===== src/rtl/alarm_beep_generator.sv =====
// Alarm beep pattern generator: a start tick launches BEEPS on/off pairs timed in en_tick strobes.
// Reports busy while the pattern runs and a one-cycle done tick on normal completion.
module alarm_beep_generator #(
    parameter int ON_TICKS  = 4,
    parameter int OFF_TICKS = 4,
    parameter int BEEPS     = 3,
    parameter int CNT_W     = 8
) (
    input  logic clk,
    input  logic rst,
    input  logic en_tick,
    input  logic start,
    input  logic stop,
    output logic level,
    output logic busy,
    output logic done
);

    localparam int BW = $clog2(BEEPS + 1);
    localparam logic [CNT_W-1:0] ON_LAST    = CNT_W'(ON_TICKS - 1);
    localparam logic [CNT_W-1:0] OFF_LAST   = CNT_W'(OFF_TICKS - 1);
    localparam logic [BW-1:0]    BEEP_LAST  = BW'(BEEPS);

    typedef enum logic [1:0] {
        IDLE = 2'd0,
        ON   = 2'd1,
        OFF  = 2'd2
    } state_t;

    state_t            state_reg;
    logic [CNT_W-1:0]  phase_reg;
    logic [BW-1:0]     beep_reg;
    logic              level_reg;
    logic              busy_reg;
    logic              done_reg;

    // Outputs are flops updated together with the state, so level/busy always track it.
    always_ff @(posedge clk or posedge rst) begin
        if (rst) begin
            state_reg <= IDLE;
            phase_reg <= '0;
            beep_reg  <= '0;
            level_reg <= 1'b0;
            busy_reg  <= 1'b0;
            done_reg  <= 1'b0;
        end else begin
            done_reg <= 1'b0;
            case (state_reg)
                IDLE: begin
                    if (start && !stop) begin
                        state_reg <= ON;
                        phase_reg <= '0;
                        beep_reg  <= '0;
                        level_reg <= 1'b1;
                        busy_reg  <= 1'b1;
                    end
                end
                ON: begin
                    if (stop) begin
                        state_reg <= IDLE;
                        phase_reg <= '0;
                        beep_reg  <= '0;
                        level_reg <= 1'b0;
                        busy_reg  <= 1'b0;
                    end else if (en_tick) begin
                        if (phase_reg == ON_LAST) begin
                            state_reg <= OFF;
                            phase_reg <= '0;
                            beep_reg  <= beep_reg + BW'(1);
                            level_reg <= 1'b0;
                        end else begin
                            phase_reg <= phase_reg + CNT_W'(1);
                        end
                    end
                end
                OFF: begin
                    // Abort has priority over a same-cycle phase expiry.
                    if (stop) begin
                        state_reg <= IDLE;
                        phase_reg <= '0;
                        beep_reg  <= '0;
                        level_reg <= 1'b0;
                        busy_reg  <= 1'b0;
                    end else if (en_tick) begin
                        if (phase_reg == OFF_LAST) begin
                            phase_reg <= '0;
                            if (beep_reg == BEEP_LAST) begin
                                state_reg <= IDLE;
                                beep_reg  <= '0;
                                busy_reg  <= 1'b0;
                                done_reg  <= 1'b1;
                            end else begin
                                state_reg <= ON;
                                level_reg <= 1'b1;
                            end
                        end else begin
                            phase_reg <= phase_reg + CNT_W'(1);
                        end
                    end
                end
                default: begin
                    state_reg <= IDLE;
                    phase_reg <= '0;
                    beep_reg  <= '0;
                    level_reg <= 1'b0;
                    busy_reg  <= 1'b0;
                end
            endcase
        end
    end

    assign level = level_reg;
    assign busy  = busy_reg;
    assign done  = done_reg;

endmodule


===== config.mk =====
export PLATFORM = sky130hd
export DESIGN_NAME = alarm_beep_generator
export DESIGN_NICKNAME = d
export VERILOG_FILES = /design/src/rtl/alarm_beep_generator.sv
export SDC_FILE = /design/constraint.sdc
export NUM_CORES = 1
export LEC_CHECK = 0
export CAP_MARGIN = 25
export CORE_AREA = 2 2 55 57
export DETAILED_ROUTE_END_ITERATION = 10
export DIE_AREA = 0 0 57 59
export GPL_ROUTABILITY_DRIVEN = 0
export GPL_TIMING_DRIVEN = 0
export PLACE_DENSITY = 0.63
export SLEW_MARGIN = 15
export SYNTH_ARGS = -nofsm -noshare
export SYNTH_HDL_FRONTEND = slang
export SYNTH_SLANG_ARGS = --single-unit
export TNS_END_PERCENT = 5

===== constraint.sdc =====
create_clock -name clk -period 3.11 [get_ports clk]
set_clock_uncertainty 0.2 [all_clocks]
set_input_delay 0.4665 -clock clk [delete_from_list [all_inputs] [get_ports clk]]
set_output_delay 0.4665 -clock clk [all_outputs]
set_load 0.05 [all_outputs]

# Word-level counts from Yosys, hierarchy flattened
# Index checks and enable logic that the tools add are counted.
# Widths: inputs -> output; s select.
# totals
elab_cells,73
reg_bits,15
# classes
mux,43
addsub,2
n_reduce_logical,9
n_eq_ne,13
# ops
op,count
$mux 8,4
$mux 2,15
$mux 1,19
$ne 3x3->1 const B,6
$pmux 8 s2,1
$pmux 2 s3,2
$reduce_and 6->1,2
$reduce_and 5->1,2
$add 8x1->8 const B,1
$eq 8x2->1 const B,1
$pmux 1 s3,2
$eq 2x2->1 const B,2
$ne 2x2->1 const B,2
$ne 3x1->1 const B,1
$add 2x1->2 const B,1
$eq 2x1->1 const B,1
$logic_not 2->1,1
$reduce_and 2->1,1
$reduce_or 2->1,1
$logic_and 1x1->1,1
$logic_not 1->1,1

# Longest topological paths before layout
# Gate-level depths: netlist of run 1.
# depth
ltp_word,6
depth_mapped,7
ltp_nobuf,6

# Least setup slack after synthesis of run 1
# OpenSTA, ideal clock, no wires.
# synth_path
path_kind,flip-flop to flip-flop
from,reg state_reg[0]
to,reg phase_reg[7]
period_less_slack_ps,2070
setup_slack_ps,1040
path_buffers,1
path_stages_with_launch,8
t_required_ps,2837
arrival_time_ps,1796
path_cell_list,dfrtp_1 inv_1 ha_1 nor3b_1 a21o_1 buf_6 or4_4 a21oi_2
# synth_between
elab_chain_cells,4
elab_cells_between_ends,8
# synth_lines
element,line,source
"start, declared",30,state_t state_reg;
"start signal, assigned",40,state_reg <= IDLE;
"start signal, assigned",51,state_reg <= ON;
"start signal, assigned",60,state_reg <= IDLE;
$eq 2x2->1 / $eq 2x1->1 (equally long branches),48,case (state_reg)
$reduce_or 2->1 (no source line),-,
$ne 3x1->1 (no source line),-,
$reduce_and 2->1 (no source line),-,
"end signal, assigned",72,phase_reg <= phase_reg + CNT_W'(1);
"end signal, assigned",97,phase_reg <= phase_reg + CNT_W'(1);
"end, declared",31,logic [CNT_W-1:0] phase_reg;
# Several ways; a longest one is shown, not always the timed one.
# A chain may end at the register's enable or synchronous reset.

# Worst setup path after layout of run 1
# layout_path
from,reg phase_reg[0]
to,reg phase_reg[4]
# layout_between
elab_chain_cells,5
elab_cells_between_ends,6
# layout_lines
element,line,source
$add 8x1->8 / $eq 8x2->1 (equally long branches),-,
$mux 8 *,"66, 85",
$mux 8 *,84,end else if (en_tick) begin
$mux 8 *,78,if (stop) begin
$pmux 8 s2 *,48,
# Every way passes the cells marked *; elsewhere a longest branch is shown, timed or not. The select of a mux whose other input is x is not followed.

==> metrics.txt, run 1 <==
Worst EP required 3.07 ns; clock-pin slew of the registers on the worst-case setup and hold paths 0.10 ns; synthesized netlist net count 108; worst-case hold slack around 0.32 ns; post-detailed-route via-to-cell ratio approximately 5.3; placed instance count about 140; share of cells above drive strength 1 0.148; setup tns final 0 ns; initial antenna violation count 0; Critical Path AT 2.20 ns; CTS-repair resized insts 0; input/output buffers 7; most frequently used flop master after synthesis sky130_fd_sc_hd__dfrtp_1; core footprint roughly 0.0027 sq mm; Netlist Area Pre-Place ~940 sq um; startpoint type of the worst setup path flip-flop; clock buffer count from CTS 3; nets@finish 120; via count of the first global-routing pass roughly 730; grt ovf 0; register cell area after layout 375 sq um; # clock sinks 15; relative max-transition margin 0.607; placed wire-length estimate 1400 um; critical path class flip-flop to flip-flop; # rows 19; number of endpoints with negative hold slack in the final report 0; flip-flop count of the largest register after layout 8; final std cells w/o fill between 100 and 150; first-pass GRT wire length 3250 um; top achievable clock speed 0.446 GHz; dpl cell area roughly 0.0010 sq mm; Critical Path Fanout Max 6; min setup slack post-route 0.866 ns; width of the die between 50 and 60 um; Final min period 2.24 ns; fraction of synthesis flops using an asynchronous set or reset pin 1.00; maximum level of the CTS H-tree 1; library cell used as clock root buffer sky130_fd_sc_hd__clkbuf_4; fill cell count 297; highest-count cells in the layout ignoring fill and taps sky130_fd_sc_hd__dfrtp_1 (15), sky130_fd_sc_hd__nor2_1 (11), sky130_fd_sc_hd__nand2_1 (7), sky130_fd_sc_hd__clkdlybuf4s50_1 (7), sky130_fd_sc_hd__ha_1 (6); Setup Slack @ Placement ~0.62 ns; Clock Latency Late Sink approximately 0.29 ns; outcome completed; Area growth, synth to finish 14.6%; post-detailed-routing wire length 1820 um; class of the tightest hold or removal check input port to asynchronous set/reset pin; post-route cell area roughly 0.0011 sq mm; final worst-path cycle share 0.721; number of different library cells in the post-synthesis netlist 34; crit end category flip-flop; overall routing resource usage 0.126; unrepaired setup endpoints after global routing false; number of max-capacitance violations reported 0; count of flip-flops with a built-in enable after synthesis 0; antenna cells 0; antenna viol nets, final 0; setup violators final 0; total leakage power about 0.47 nW; count of hold buffers inserted by post-cts repair 0; DRC Markers 0; power density of the placed cells about 710 mW/mm^2; Seq cells post-synth 15; vertical extent of the die 59 um; transition at the pin with the smallest max-transition slack 0.581 ns; vias after detailed routing around 740; mean area per synthesized cell 9.65 sq um; Post-CTS Setup Inserts 0; TritonCTS clock tree built; die outline area 0.00336 sq mm; Initial Utilization 0.345; count of boundary I/O pins 8; cells after synthesis between 90 and 100; total iterations of the first detailed-routing run 6; maximum number of pins on one net before global-route repair 16; total area of multi-input combinational cells 522 sq um; maximum clock path buffer count 2; most common cell after layout, fill and taps aside sky130_fd_sc_hd__dfrtp_1; number of violations reported at the end of detailed-routing iteration 0 16; max-slew violation count 0; Peak VDD IR between 0.3 and 0.4 mV; Syn. warnings 0; final core occ 0.396; sequential area share after synthesis 0.401; drt wl/cell roughly 13 um; total power of the final layout around 0.76 mW
logic make-up (layout without fill, tap and decap cells):
group / Yosys count / after routing / share of synthesized area
AOI/OAI and AO/OA: 21 / 21 / 0.159
xor gates and xnor gates: 3 / 3 / 0.0281
adders and majority gates: 6 / 6 / 0.0802
buffers and inverters: 8 / 19 / 0.0414
DFF: 15 / 15 / 0.401
muxes: 4 / 4 / 0.0508
and+or+nand+nor: 40 / 40 / 0.239
synthesized netlist by cell type, types with 2 or more instances:
library cell | count | share of area
sky130_fd_sc_hd__nor2_1 | 11 | 0.044
sky130_fd_sc_hd__dfrtp_1 | 15 | 0.40
sky130_fd_sc_hd__inv_1 | 5 | 0.020
sky130_fd_sc_hd__ha_1 | 6 | 0.080
sky130_fd_sc_hd__nand3_1 | 5 | 0.027
sky130_fd_sc_hd__o31ai_1 | 4 | 0.032
sky130_fd_sc_hd__mux2_2 | 2 | 0.024
sky130_fd_sc_hd__or4_1 | 2 | 0.016
sky130_fd_sc_hd__nor4b_1 | 3 | 0.028
sky130_fd_sc_hd__nand2_2 | 2 | 0.013
sky130_fd_sc_hd__nand2b_1 | 2 | 0.013
sky130_fd_sc_hd__a211oi_1 | 3 | 0.024
sky130_fd_sc_hd__xnor2_1 | 3 | 0.028
sky130_fd_sc_hd__a21oi_1 | 5 | 0.027
sky130_fd_sc_hd__a21o_1 | 2 | 0.016
sky130_fd_sc_hd__nand2_1 | 7 | 0.028
sky130_fd_sc_hd__nor3b_1 | 3 | 0.024
per-layer routing:
layer  vias to the layer above  GRT usage  share of wire  wire length (um)
met5                         -          0              0                 0
met4                         0     0.0299         0.0077                14
met3                         2     0.0459          0.033                60
met2                        12      0.213           0.50               907
met1                       357      0.154           0.46               835
li1                        371          -              -                 -
cell type report:
class	instances	share of cell area
multi-input combinational	74	0.487
sequential	15	0.350
timing repair buffer	7	0.0653
tap	31	0.0362
clock buffer	3	0.0210
buffer	3	0.0187
inverter	5	0.0175
clock inverter	1	0.00467
power by group:
| group | leakage [nW] | switching, mW | internal (mW) |
|---|---|---|---|
| Clock | 0.0177 | 0.0685 | 0.0478 |
| Combinational | 0.245 | 0.220 | 0.157 |
| Sequential | 0.203 | 0.0334 | 0.234 |
| Total | 0.466 | 0.322 | 0.438 |
critical path, cell delays in order, from the launching register on:
cell                      delay [ns]
sky130_fd_sc_hd__dfrtp_1        0.45
sky130_fd_sc_hd__ha_1           0.21
sky130_fd_sc_hd__nor4b_1        0.50
sky130_fd_sc_hd__a21oi_1        0.20
sky130_fd_sc_hd__nor2_1         0.44
sky130_fd_sc_hd__nor2_1         0.11
final timing paths:
kind / endpoint / from / slack (ns) / depth (start not counted)
setup / recovery: phase_reg[4] / phase_reg[0] / 0.87 / 5
max in group asynchronous: phase_reg[7] / rst / 2.00 / 2
min in group clk: beep_reg[1] / beep_reg[1] / 0.33 / 1
hold reg to reg: beep_reg[1] / beep_reg[1] / 0.33 / 1
hold / removal: phase_reg[0] / rst / 0.32 / 2
setup reg to reg: phase_reg[4] / phase_reg[0] / 0.87 / 5
Note: power is estimated with default switching activity, not from simulation.
==> run 2: changes to the inputs <==
==> constraint.sdc (replaced) <==
create_clock -name clk -period 2.4 [get_ports clk]
set_clock_uncertainty 0.2 [all_clocks]
set_input_delay 0.36 -clock clk [delete_from_list [all_inputs] [get_ports clk]]
set_output_delay 0.36 -clock clk [all_outputs]
set_load 0.05 [all_outputs]
==> run 2 against run 1 <==
Wire length barely moved. Hold slack worse by 0.11 ns. Core utilization is 0.23 points higher. Sequential cell count unchanged.
==> metrics.txt, run 2 (synthesis gave the netlist of run 1 again) <==
clock-pin slew of the registers on the worst-case setup and hold paths 0.10 ns (about the same); crit end category flip-flop; unrepaired setup endpoints after global routing false; die outline area 0.00336 sq mm (unchanged); share of cells above drive strength 1 0.157 (+0.00926); power density of the placed cells 913 mW/mm^2 (+29%); count of boundary I/O pins 8 (unchanged); gate family responsible for the most delay along the worst path simple AND/OR/NAND/NOR gates; class of the tightest hold or removal check input port to asynchronous set/reset pin; reg-to-reg startpoint state_reg[0]; instance count on the critical path 7 (+2); TritonCTS clock tree built; top achievable clock speed 0.447 GHz (+0.19%); most common cell after layout, fill and taps aside sky130_fd_sc_hd__dfrtp_1; worst-case hold slack 0.217 ns (-0.106 ns); nets@finish 120 (unchanged); setup violators final 0 (unchanged); maximum clock path buffer count 2 (unchanged); total iterations of the first detailed-routing run 4 (-2); vertical extent of the die 59 um (unchanged); via count of the first global-routing pass 732 (unchanged); crit path max-delay cell type sky130_fd_sc_hd__or4_4; core footprint 0.00271 sq mm (unchanged); DRC Markers 0 (unchanged); fill cell count 294 (-1.0%); CTS-repair resized insts 0 (unchanged); first element of the critical path state_reg[0]; # rows 19 (unchanged); maximum number of pins on one net before global-route repair 16 (unchanged); post-detailed-route via-to-cell ratio 5.30 (-0.67%); grt ovf 0 (unchanged); post-detailed-routing wire length 1820 um (about the same); max-slew violation count 0 (unchanged); outcome completed; Final min period 2.24 ns (-0.00432 ns); count of hold buffers inserted by post-cts repair 0 (unchanged); antenna viol nets, final 0 (unchanged); width of the die 57 um (unchanged); maximum level of the CTS H-tree 1 (unchanged); overall routing resource usage 0.126 (unchanged); Initial Utilization 0.345 (unchanged); clock buffer count from CTS 3 (unchanged); library cell used as clock root buffer sky130_fd_sc_hd__clkbuf_4; Critical Path AT 2.26 ns (+0.06 ns); Clock Latency Late Sink 0.29 ns (about the same); drt wl/cell 13.1 um (about the same); Peak VDD IR 0.424 mV (+30%); flip-flop count of the largest register after layout 8 (unchanged); antenna cells 0 (unchanged); initial antenna violation count 0 (unchanged); setup tns final 0 ns (unchanged); number of endpoints with negative hold slack in the final report 0 (unchanged); placed wire-length estimate 1400 um (unchanged); first-pass GRT wire length 3250 um (unchanged); relative max-transition margin 0.613 (+0.00592); number of max-capacitance violations reported 0 (unchanged); number of violations reported at the end of detailed-routing iteration 0 15 (-1); critical path class flip-flop to flip-flop; Worst EP required 2.42 ns (-0.65 ns); final worst-path cycle share 0.933 (+0.212); startpoint type of the worst setup path flip-flop; transition at the pin with the smallest max-transition slack 0.580 ns (-0.00133 ns); maximum cell stage delay along the critical path 0.50 ns (about the same); vias after detailed routing 737 (-0.67%); Post-CTS Setup Inserts 0 (unchanged); reg2reg path depth 7 (+2); highest-count cells in the layout ignoring fill and taps sky130_fd_sc_hd__dfrtp_1 (15), sky130_fd_sc_hd__nor2_1 (11), sky130_fd_sc_hd__nand2_1 (7), sky130_fd_sc_hd__clkdlybuf4s50_1 (7), sky130_fd_sc_hd__ha_1 (6); Area growth, synth to finish 15.2%; input/output buffers 7 (unchanged); Critical Path Fanout Max 10 (+4); cell chain of the critical path inv_1, ha_1, nor3b_1, a21o_1, buf_6, or4_4, a21oi_2; total leakage power 0.468 nW (+0.52%); # clock sinks 15 (unchanged); worst path buffer plus inverter count 2 (+2)
[run 2: cell counts in the layout (fill, tap and decap cells not counted)]
Identical to the previous run, type by type.
[run 2: routing by layer]
layer | global-route usage | vias up | routed length (um)
li1 | - | 372 | -
met1 | 0.154 | 353 | 834
met2 | 0.213 | 10 | 910
met3 | 0.0459 | 2 | 57
met4 | 0.0299 | 0 | 14
met5 | 0 | - | 0
[run 2: final cells by class]
| class | count | area (sq um) | area share |
|---|---|---|---|
| tap | 31 | 38.8 | 0.0360 |
| clock inverter | 1 | 5.00 | 0.00464 |
| clock buffer | 3 | 22.5 | 0.0209 |
| inverter | 5 | 18.8 | 0.0174 |
| buffer | 3 | 20.0 | 0.0186 |
| sequential | 15 | 375 | 0.348 |
| timing repair buffer | 7 | 70.1 | 0.0650 |
| multi-input combinational | 74 | 528 | 0.490 |
[run 2: worst paths after layout]
kind                                     end  slack [ns]
worst max-delay path            phase_reg[7]        0.16
worst min-delay path            phase_reg[0]        0.22
worst max register to register  phase_reg[7]        0.16
worst min register to register   beep_reg[1]        0.33
max in group asynchronous       phase_reg[7]        1.40
min in group clk                 beep_reg[1]        0.33
[run 2: power breakdown]
group | internal [mW] | switching [mW]
combinational | 0.204 | 0.285
clock | 0.0620 | 0.0886
sequential | 0.303 | 0.0429
total | 0.569 | 0.416
[run 2: metrics by stage]
step	worst slack [ns]	util	std cells	total power [mW]	instance area, sq um
after floorplan	0.330	-	97	0.724	936
after global placement	0.0274	0.386	135	0.826	1040
after detailed placement	0.0185	0.386	135	0.846	1040
after CTS	0.110	0.396	139	1.00	1070
after global routing	0.0592	0.398	139	1.08	1080
final	0.161	0.398	139	0.985	1080
==> run 3: changes to the inputs <==
--- a/config.mk
+++ b/config.mk
@@ -6,12 +6,12 @@
 export NUM_CORES = 1
 export LEC_CHECK = 0
 export CAP_MARGIN = 25
-export CORE_AREA = 2 2 55 57
+export CORE_AREA = 2 2 45 47
 export DETAILED_ROUTE_END_ITERATION = 10
-export DIE_AREA = 0 0 57 59
+export DIE_AREA = 0 0 47 49
 export GPL_ROUTABILITY_DRIVEN = 0
 export GPL_TIMING_DRIVEN = 0
-export PLACE_DENSITY = 0.63
+export PLACE_DENSITY = 0.84
 export SLEW_MARGIN = 15
 export SYNTH_ARGS = -nofsm -noshare
 export SYNTH_HDL_FRONTEND = slang
==> constraint.sdc (replaced) <==
create_clock -name clk -period 2.3 [get_ports clk]
set_clock_uncertainty 0.2 [all_clocks]
set_input_delay 0.345 -clock clk [delete_from_list [all_inputs] [get_ports clk]]
set_output_delay 0.345 -clock clk [all_outputs]
set_load 0.05 [all_outputs]
==> run 3 against run 2 <==
Count of clock-buffer cells in the layout unchanged. Sequential cell count is the same. Final cell count shrank 2.9%. Critical path depth is the same. Wire length up 10%. Sequential power grew 4%. Hold slack lost 0.039 ns. Via count up 6.9%.
==> metrics.txt, run 3 (synthesis gave the netlist of run 1 again) <==
Worst EP required 2.33 ns (-0.09 ns); final worst-path cycle share 0.963 (+0.0301); Reg2Reg Setup Slack 0.08 ns (-0.08 ns); grt ovf 0 (unchanged); total iterations of the first detailed-routing run 4 (unchanged); net switching component of the power 0.465 mW (+12%); Area growth, synth to finish 16.6%; clock buffer count from CTS 3 (unchanged); drt wl/cell 14.8 um (+13%); crit end category flip-flop; top achievable clock speed 0.451 GHz (+1.1%); setup violators final 0 (unchanged); initial antenna violation count 0 (unchanged); power share of the sequential group 0.335 (-0.016); Critical Path AT 2.25 ns (about the same); Logic pwr share 0.510 (+0.014); Initial Utilization 0.508 (+0.163); dpl cell area 0.00104 sq mm (-0.48%); placed wire-length estimate 1410 um (+0.82%); flip-flop count of the largest register after layout 8 (unchanged); via count of the first global-routing pass 728 (-0.55%); Peak VDD IR 0.567 mV (+34%); relative max-transition margin 0.631 (+0.0182); crit path max-delay cell type sky130_fd_sc_hd__or4_4; # clock sinks 15 (unchanged); count of boundary I/O pins 8 (unchanged); nets@finish 120 (unchanged); width of the die 47 um (-18%); maximum clock path buffer count 2 (unchanged); unrepaired setup endpoints after global routing false; TritonCTS clock tree built; maximum number of pins on one net before global-route repair 16 (unchanged); Post-CTS Setup Inserts 0 (unchanged); post-route cell area 0.00109 sq mm (+1.2%); startpoint type of the worst setup path flip-flop; max-slew violation count 0 (unchanged); antenna cells 0 (unchanged); # rows 16 (-3); total internal power 0.610 mW (+7.3%); class of the tightest hold or removal check input port to asynchronous set/reset pin; post-detailed-routing wire length 2000 um (+10%); reg2reg path depth 7 (unchanged); core footprint 0.00184 sq mm (-32%); highest-count cells in the layout ignoring fill and taps sky130_fd_sc_hd__dfrtp_1 (15), sky130_fd_sc_hd__nor2_1 (11), sky130_fd_sc_hd__nand2_1 (7), sky130_fd_sc_hd__clkdlybuf4s50_1 (7); Clock Latency Late Sink 0.30 ns (about the same); power density of the placed cells 986 mW/mm^2 (+7.9%); library cell used as clock root buffer sky130_fd_sc_hd__clkbuf_4; vias after detailed routing 788 (+6.9%); clock-pin slew of the registers on the worst-case setup and hold paths 0.11 ns (about the same); total leakage power 0.471 nW (+0.54%); vertical extent of the die 49 um (-17%); cell chain of the critical path inv_1, ha_4, nor3b_2, a21o_1, buf_6, or4_4, a21oi_2; transition at the pin with the smallest max-transition slack 0.553 ns (-0.0273 ns); number of violations reported at the end of detailed-routing iteration 0 40 (+25); Final min period 2.22 ns (-0.0241 ns); first-pass GRT wire length 3110 um (-4.2%); most common cell after layout, fill and taps aside sky130_fd_sc_hd__dfrtp_1; share of cells above drive strength 1 0.176 (+0.0185); post-detailed-route via-to-cell ratio 5.84 (+10%); number of max-capacitance violations reported 0 (unchanged); Reg2Reg Capture Point phase_reg[7]; maximum level of the CTS H-tree 1 (unchanged); Critical Path Fanout Max 10 (unchanged); proportion of power drawn by the clock network 0.155 (+0.002); switching part of the total 0.433 (+0.0102); worst-case hold slack 0.178 ns (-0.0388 ns); critical path class flip-flop to flip-flop; die outline area 0.00230 sq mm (-32%); antenna viol nets, final 0 (unchanged); number of endpoints with negative hold slack in the final report 0 (unchanged); total power of the final layout 1.08 mW (+9.2%); DRC Markers 0 (unchanged); outcome completed; maximum cell stage delay along the critical path 0.51 ns (about the same); input/output buffers 7 (unchanged); reg-to-reg startpoint state_reg[0]; overall routing resource usage 0.184 (+0.0578)
## run 3: cell types whose count changed in the layout (fill, tap and decap cells not counted)
cell / change
sky130_fd_sc_hd__ha_1: -1
sky130_fd_sc_hd__nor3b_2: +1
sky130_fd_sc_hd__nor3b_1: -1
sky130_fd_sc_hd__ha_4: +1
## run 3: worst max-delay path by stage
stage,to,cells after the start,startpoint
2_1_floorplan,phase_reg[7],7,state_reg[0]
3_3_place_gp,phase_reg[7],6,stop
3_5_place_dp,phase_reg[7],6,stop
4_1_cts,phase_reg[4],5,phase_reg[0]
5_1_grt,phase_reg[7],7,state_reg[0]
6_report,phase_reg[7],7,state_reg[0]
## run 3: area by class of cell
cell class / count / area (sq um)
Inverter: 5 / 18.8
Sequential cell: 15 / 375
Fill cell: 167 / 751
Multi-Input combinational cell: 74 / 546
Tap cell: 27 / 33.8
Clock buffer: 3 / 22.5
Timing Repair Buffer: 7 / 70.1
Buffer: 3 / 20.0
Clock inverter: 1 / 5.00
## run 3: per-layer routing
layer,global-route usage,share of wire,routed length (um)
met2,0.306,0.51,1010
met1,0.235,0.43,851
met3,0.0333,0.044,88
met5,0,0,0
met4,0.0556,0.025,50
## run 3: critical path, delay by kind of cell, from the launching register on
family,cells,cell delay (ns)
flops,1,0.42
compound gates,2,0.33
buf+inv,2,0.28
fa+ha+maj,1,0.23
simple gates,2,0.69
## run 3: metrics by stage
step / setup WS (ns) / util / TNS, ns / cells
6_report: 0.0848 / 0.592 / 0 / 135
5_1_grt: 0.00926 / 0.592 / 0 / 135
4_1_cts: 0.0164 / 0.579 / 0 / 135
3_5_place_dp: -0.0643 / 0.565 / -0.111 / 131
3_3_place_gp: -0.0399 / 0.565 / -0.0467 / 131
2_1_floorplan: 0.230 / - / 0 / 97
## run 3: power by group through the flow
stage / clock, mW / sequential [mW] / combinational [mW]
final: 0.166 / 0.360 / 0.549
after global routing: 0.175 / 0.368 / 0.598
after CTS: 0.159 / 0.360 / 0.516
after global placement: 0 / 0.361 / 0.488
after detailed placement: 0 / 0.366 / 0.511
after floorplan: 0 / 0.404 / 0.351
## run 3: timing repair
action | CTS | global route
hold buffers | 0 | 0
resized for setup | 0 | 3
setup endpoints to repair | 0 | 9
